File: config.mk
export PLATFORM = sky130hd
export DESIGN_NAME = instr_encoder
export DESIGN_NICKNAME = d
export VERILOG_FILES = /design/src/rtl/instr_encoder.sv
export SDC_FILE = /design/constraint.sdc
export NUM_CORES = 1
export LEC_CHECK = 0
export ABC_AREA = 1
export BUFFER_PORTS_ARGS = -buffer_cell sky130_fd_sc_hd__buf_2
export CORE_MARGIN = 4
export CORE_UTILIZATION = 35
export CTS_CLUSTER_SIZE = 24
export DETAILED_ROUTE_END_ITERATION = 16
export GPL_ROUTABILITY_DRIVEN = 0
export GPL_TIMING_DRIVEN = 0
export PLACE_DENSITY = 0.63
export SLEW_MARGIN = 20
export SYNTH_ARGS = -nofsm -noshare
export SYNTH_HDL_FRONTEND = slang
export SYNTH_SLANG_ARGS = --single-unit
File: constraint.sdc
create_clock -name clk_i -period 4.6 [get_ports clk_i]
set_clock_uncertainty 0.1 [all_clocks]
set_input_delay 0.46 -clock clk_i [delete_from_list [all_inputs] [get_ports clk_i]]
set_output_delay 0.46 -clock clk_i [all_outputs]
set_load 0.05 [all_outputs]
File: src/rtl/instr_encoder.sv
// Program-load encoder: turns a stream of mnemonic descriptors into 32-bit
// MIPS-style words and writes them to consecutive instruction-memory addresses.
module instr_encoder #(
    parameter int ADDR_WIDTH = 6
) (
    input  logic                  clk_i,
    input  logic                  rst_ni,
    input  logic                  start_i,
    input  logic [ADDR_WIDTH-1:0] base_i,
    input  logic [ADDR_WIDTH:0]   len_i,
    input  logic                  in_valid_i,
    output logic                  in_ready_o,
    input  logic [4:0]            kind_i,
    input  logic [4:0]            rs_i,
    input  logic [4:0]            rt_i,
    input  logic [4:0]            rd_i,
    input  logic [4:0]            shamt_i,
    input  logic [15:0]           imm_i,
    input  logic [25:0]           target_i,
    output logic                  we_o,
    output logic [ADDR_WIDTH-1:0] waddr_o,
    output logic [31:0]           wdata_o,
    output logic                  busy_o,
    output logic                  done_o,
    output logic                  err_o,
    output logic [ADDR_WIDTH:0]   count_o
);

    typedef enum logic {S_IDLE, S_RUN} state_e;

    localparam logic [ADDR_WIDTH:0] MAX_LEN = {1'b1, {ADDR_WIDTH{1'b0}}};

    function automatic logic [ADDR_WIDTH:0] sat_len(input logic [ADDR_WIDTH:0] len);
        return (len > MAX_LEN) ? MAX_LEN : len;
    endfunction

    function automatic logic is_legal(input logic [4:0] kind);
        return kind <= 5'd18;
    endfunction

    function automatic logic [31:0] encode(
        input logic [4:0]  kind,
        input logic [4:0]  rs,
        input logic [4:0]  rt,
        input logic [4:0]  rd,
        input logic [4:0]  shamt,
        input logic [15:0] imm,
        input logic [25:0] target
    );
        logic [5:0] funct;
        logic [5:0] op;
        logic [31:0] word;
        funct = 6'b000000;
        op    = 6'b000000;
        word  = 32'h0;
        case (kind)
            5'd0:  funct = 6'b000000;
            5'd1:  funct = 6'b000010;
            5'd2:  funct = 6'b000011;
            5'd3:  funct = 6'b100000;
            5'd4:  funct = 6'b100010;
            5'd5:  funct = 6'b100100;
            5'd6:  funct = 6'b100101;
            5'd7:  funct = 6'b101010;
            5'd8:  funct = 6'b001000;
            5'd9:  op    = 6'b000010;
            5'd10: op    = 6'b000011;
            5'd11: op    = 6'b000100;
            5'd12: op    = 6'b000101;
            5'd13: op    = 6'b001000;
            5'd14: op    = 6'b001010;
            5'd15: op    = 6'b001100;
            5'd16: op    = 6'b001101;
            5'd17: op    = 6'b100011;
            5'd18: op    = 6'b101011;
            default: op  = 6'b000000;
        endcase
        // Shifts take no rs; JR carries only rs; the remaining R-types carry no shamt
        if (kind <= 5'd2) begin
            word = {6'b000000, 5'd0, rt, rd, shamt, funct};
        end else if (kind <= 5'd7) begin
            word = {6'b000000, rs, rt, rd, 5'd0, funct};
        end else if (kind == 5'd8) begin
            word = {6'b000000, rs, 5'd0, 5'd0, 5'd0, funct};
        end else if (kind <= 5'd10) begin
            word = {op, target};
        end else begin
            word = {op, rs, rt, imm};
        end
        return word;
    endfunction

    state_e                state_q, state_d;
    logic [ADDR_WIDTH-1:0] addr_q, addr_d;
    logic [ADDR_WIDTH:0]   rem_q, rem_d;
    logic                  we_q, we_d;
    logic [ADDR_WIDTH-1:0] waddr_q, waddr_d;
    logic [31:0]           wdata_q, wdata_d;
    logic                  done_q, done_d;
    logic                  err_q, err_d;
    logic [ADDR_WIDTH:0]   count_q, count_d;
    logic [ADDR_WIDTH:0]   len_sat;

    assign len_sat = sat_len(len_i);

    always_comb begin
        state_d = state_q;
        addr_d  = addr_q;
        rem_d   = rem_q;
        we_d    = 1'b0;
        waddr_d = waddr_q;
        wdata_d = wdata_q;
        done_d  = 1'b0;
        err_d   = err_q;
        count_d = count_q;
        case (state_q)
            S_IDLE: begin
                if (start_i) begin
                    count_d = '0;
                    err_d   = 1'b0;
                    if (len_sat != '0) begin
                        state_d = S_RUN;
                        addr_d  = base_i;
                        rem_d   = len_sat;
                    end else begin
                        done_d = 1'b1;
                    end
                end
            end
            S_RUN: begin
                if (in_valid_i) begin
                    if (is_legal(kind_i)) begin
                        we_d    = 1'b1;
                        waddr_d = addr_q;
                        wdata_d = encode(kind_i, rs_i, rt_i, rd_i, shamt_i, imm_i, target_i);
                        addr_d  = addr_q + 1'b1;
                        rem_d   = rem_q - 1'b1;
                        count_d = count_q + 1'b1;
                        if (rem_q == {{ADDR_WIDTH{1'b0}}, 1'b1}) begin
                            state_d = S_IDLE;
                            done_d  = 1'b1;
                        end
                    end else begin
                        err_d = 1'b1;
                    end
                end
            end
            default: state_d = S_IDLE;
        endcase
    end

    // Control and visible outputs: cleared asynchronously
    always_ff @(posedge clk_i or negedge rst_ni) begin
        if (!rst_ni) begin
            state_q <= S_IDLE;
            we_q    <= 1'b0;
            waddr_q <= '0;
            wdata_q <= '0;
            done_q  <= 1'b0;
            err_q   <= 1'b0;
            count_q <= '0;
        end else begin
            state_q <= state_d;
            we_q    <= we_d;
            waddr_q <= waddr_d;
            wdata_q <= wdata_d;
            done_q  <= done_d;
            err_q   <= err_d;
            count_q <= count_d;
        end
    end

    // Session pointers are always reloaded before use, so they carry no reset
    always_ff @(posedge clk_i) begin
        addr_q <= addr_d;
        rem_q  <= rem_d;
    end

    assign in_ready_o = (state_q == S_RUN);
    assign busy_o     = (state_q == S_RUN);
    assign we_o       = we_q;
    assign waddr_o    = waddr_q;
    assign wdata_o    = wdata_q;
    assign done_o     = done_q;
    assign err_o      = err_q;
    assign count_o    = count_q;

endmodule

==> summary.txt <==
Layout
  – Share of cells above drive strength 1: 30.8%
  – Commonest non-fill, non-tap cell in the layout: buf_2
  – Post-layout instance area: 4480 um2
  – Filler cells: 958
  – Ant. Diodes: 0
  – Commonest cells after routing, fill and taps aside: buf_2 (136), nand2_1 (110), dfrtp_1 (48)
  – Core Util, Final: 47.5%
  – Synth-to-Final Area Change: 29.9%
  – Final Net Count: 667

Die
  – Die width: 107 um
  – Initial core utilization: 36.6%
  – Die area: 11,500 um2
  – Area of the core: 9420 um2
  – # rows: 35
  – Die Ht: 107 um
  – Top Ports: 134

Yosys
  – Post-Syn Area: 3440 um2
  – Mean Syn Cell Area: 7.90 um2
  – Yosys warns: 0
  – Synth Net Count: 524
  – Post-synth EDFFs: 13
  – Sequential element share of the synthesized area: 46.2%
  – Post-synthesis register bit count: 61
  – Netlist cell types: 39
  – Ys async rst share: 78.7%
  – Top FF cell, synth: dfrtp_1
  – Synth area leader: dfrtp_1
  – Top cells by area, synth: dfrtp_1 (35%), nand2_1 (12%), edfxtp_1 (11%), a21oi_1 (5.7%), nor2_1 (4.7%)
  – Synth top area share: 34.9%
  – Syn Inst Count: 436

Hold path
  – Hold crit path type: in2async

Worst setup path
  – Critical Path RT: 4.48 ns
  – Worst r2r path cells: 3
  – Crit path kind: reg2reg
  – Setup crit start kind: flip-flop
  – CP arrival: 1.95 ns
  – Critical Path Fanout Max: 13
  – Worst setup EP type: flip-flop

Clocking
  – Num CTS Buffers: 9
  – CTS tree: done
  – Hold-fix buffers, CTS: 0
  – PostCTS Resize Cnt: 0
  – Register clock-pin slew on the reported worst setup and hold paths: 0.07 ns
  – Worst skew pair latency: 0.34 ns
  – Clock Sinks: 61
  – Longest Clk Path Bufs: 2
  – Post-CTS setup buffer count: 0
  – CTS H-tree depth: 3
  – Root Driver: clkbuf_8

Routing
  – # DRC: 0
  – Wirelength per Cell: 14.4 um
  – Routed vias/inst: 4.85
  – Initial drt markers: 229
  – ANT nets after route: 0
  – Vias: 3,455
  – DR pass1 iterations: 5
  – Met1 WL: 4630 um
  – Metal3 WL: 897 um
  – Top Layer Used: met4
  – Total Wirelength: 10,200 um
  – Met2 Wirelength: 4570 um

STA
  – Slew Limit Fails: 0
  – Fin crit share: 45.0%
  – Post-route setup TNS: 0 ns
  – RSZ-0062 raised after global routing: false
  – FMAX: 0.483 GHz
  – Final Hold Viols: 0
  – Fin crit period: 2.07 ns
  – Slew of the pin with the lowest slew margin: 0.630 ns
  – Setup violators final: 0
  – Relative slew slack: 58.0%

Global route
  – Grt total ovfl: 0
  – Antenna violations before repair: 0
  – GRT Overall Usage: 18.0%
  – Largest net degree at the start of global routing: 49
  – Vias in the first global route: 3,281
  – First-pass GRT wire length: 16,400 um

Status
  – Outcome: finished, final reports clean

Pwr
  – Leak: 2.30 nW
  – Power Dens Cells: 411 nW/um2
  – Max IR drop VDD: 153 uV

Placement
  – Post-DP Area: 4270 um2
  – HPWL after detailed placement: 7710 um
  – PortBufs: 132

Job
  – Max_cap viols: 0
cell usage after synthesis (2+ instances only):
library cell and instances:
nand2_1 110, dfrtp_1 48, nor2_1 43, a21oi_1 39, inv_1 39, nand3_1 29
o21ai_0 28, edfxtp_1 13, nand3b_1 12, nor3_1 10, buf_4 8, buf_2 5
ha_1 4, inv_2 4, nand4_1 4, xnor2_1 4, xor2_1 4, clkbuf_1 3
nand2_2 3, nand2_4 3, inv_4 2, o211ai_1 2, o21ai_1 2, o22ai_1 2
state kept, by name, summed over array words and instances, names as in the netlist:
| register | cells |
|---|---|
| done_o | 1 |
| count_o | 7 |
| busy_o | 1 |
| addr_q | 6 |
| rem_q | 7 |
| wdata_o | 31 |
| we_o | 1 |
| waddr_o | 6 |
| err_o | 1 |
metal layers:
metal,GRT usage (%),vias up
met2,27.8,136
li1,-,1716
met4,5.30,0
met5,0,-
met3,4.82,15
met1,24.8,1588
metrics by stage:
stage / hold slack, ns / power (mW) / setup slack (ns) / cells
after floorplan: 0.0644 / 1.15 / 2.65 / 436
after global placement: 0.364 / 1.33 / 2.44 / 697
after detailed placement: 0.361 / 1.34 / 2.45 / 697
after CTS: 0.0555 / 1.86 / 2.51 / 713
after global routing: 0.0821 / 1.95 / 2.40 / 713
final: 0.0425 / 1.84 / 2.53 / 713
worst max-delay path, stage by stage (launching register included):
cell,delay (ns)
dfrtp_1,0.47
clkbuf_1,0.30
nor2_1,0.28
o21a_1,0.55
report_power, final:
group	internal [mW]	switching, mW
sequential	0.638	0.0624
combinational	0.167	0.462
clock	0.303	0.208
total	1.11	0.733
cells by family (layout without fill, tap and decap cells):
kind of cell,Yosys count,after routing,synth area share [%]
flip-flops,61,61,46.2
other,1,1,0.109
AND/OR/NAND/NOR,218,218,28.4
adder cells (fa/ha/maj),4,4,1.45
buffers and inverters,62,210,8.17
XOR/XNOR,8,8,2.03
AO/OA/AOI/OAI,82,82,13.6
path summary, 6_finish.rpt:
| path | from | end | slack [ns] |
|---|---|---|---|
| worst max-delay path | busy_o$_DFF_PN0_ | addr_q[4]$_DFFE_PP_ | 2.53 |
| worst min-delay path | rst_ni | wdata_o[19]$_DFFE_PN0P_ | 0.04 |
| worst max register to register | busy_o$_DFF_PN0_ | addr_q[4]$_DFFE_PP_ | 2.53 |
| worst min register to register | wdata_o[24]$_DFFE_PN0P_ | wdata_o[24]$_DFFE_PN0P_ | 0.39 |
| max in group asynchronous | rst_ni | wdata_o[5]$_DFFE_PN0P_ | 3.93 |
| min in group clk_i | rt_i[3] | wdata_o[19]$_DFFE_PN0P_ | 0.27 |
cell type report:
| cell class | instances | area [um2] | area share (%) |
|---|---|---|---|
| plain buffers | 17 | 108 | 2.40 |
| multi-input cells | 313 | 1570 | 35.1 |
| clock inverters | 5 | 75.1 | 1.68 |
| clock buffers | 11 | 131 | 2.94 |
| flip-flops and latches | 61 | 1590 | 35.6 |
| inverters | 45 | 174 | 3.89 |
| well taps | 129 | 161 | 3.61 |
| repair buffers | 132 | 663 | 14.8 |
(Power assumes the default switching activity.)
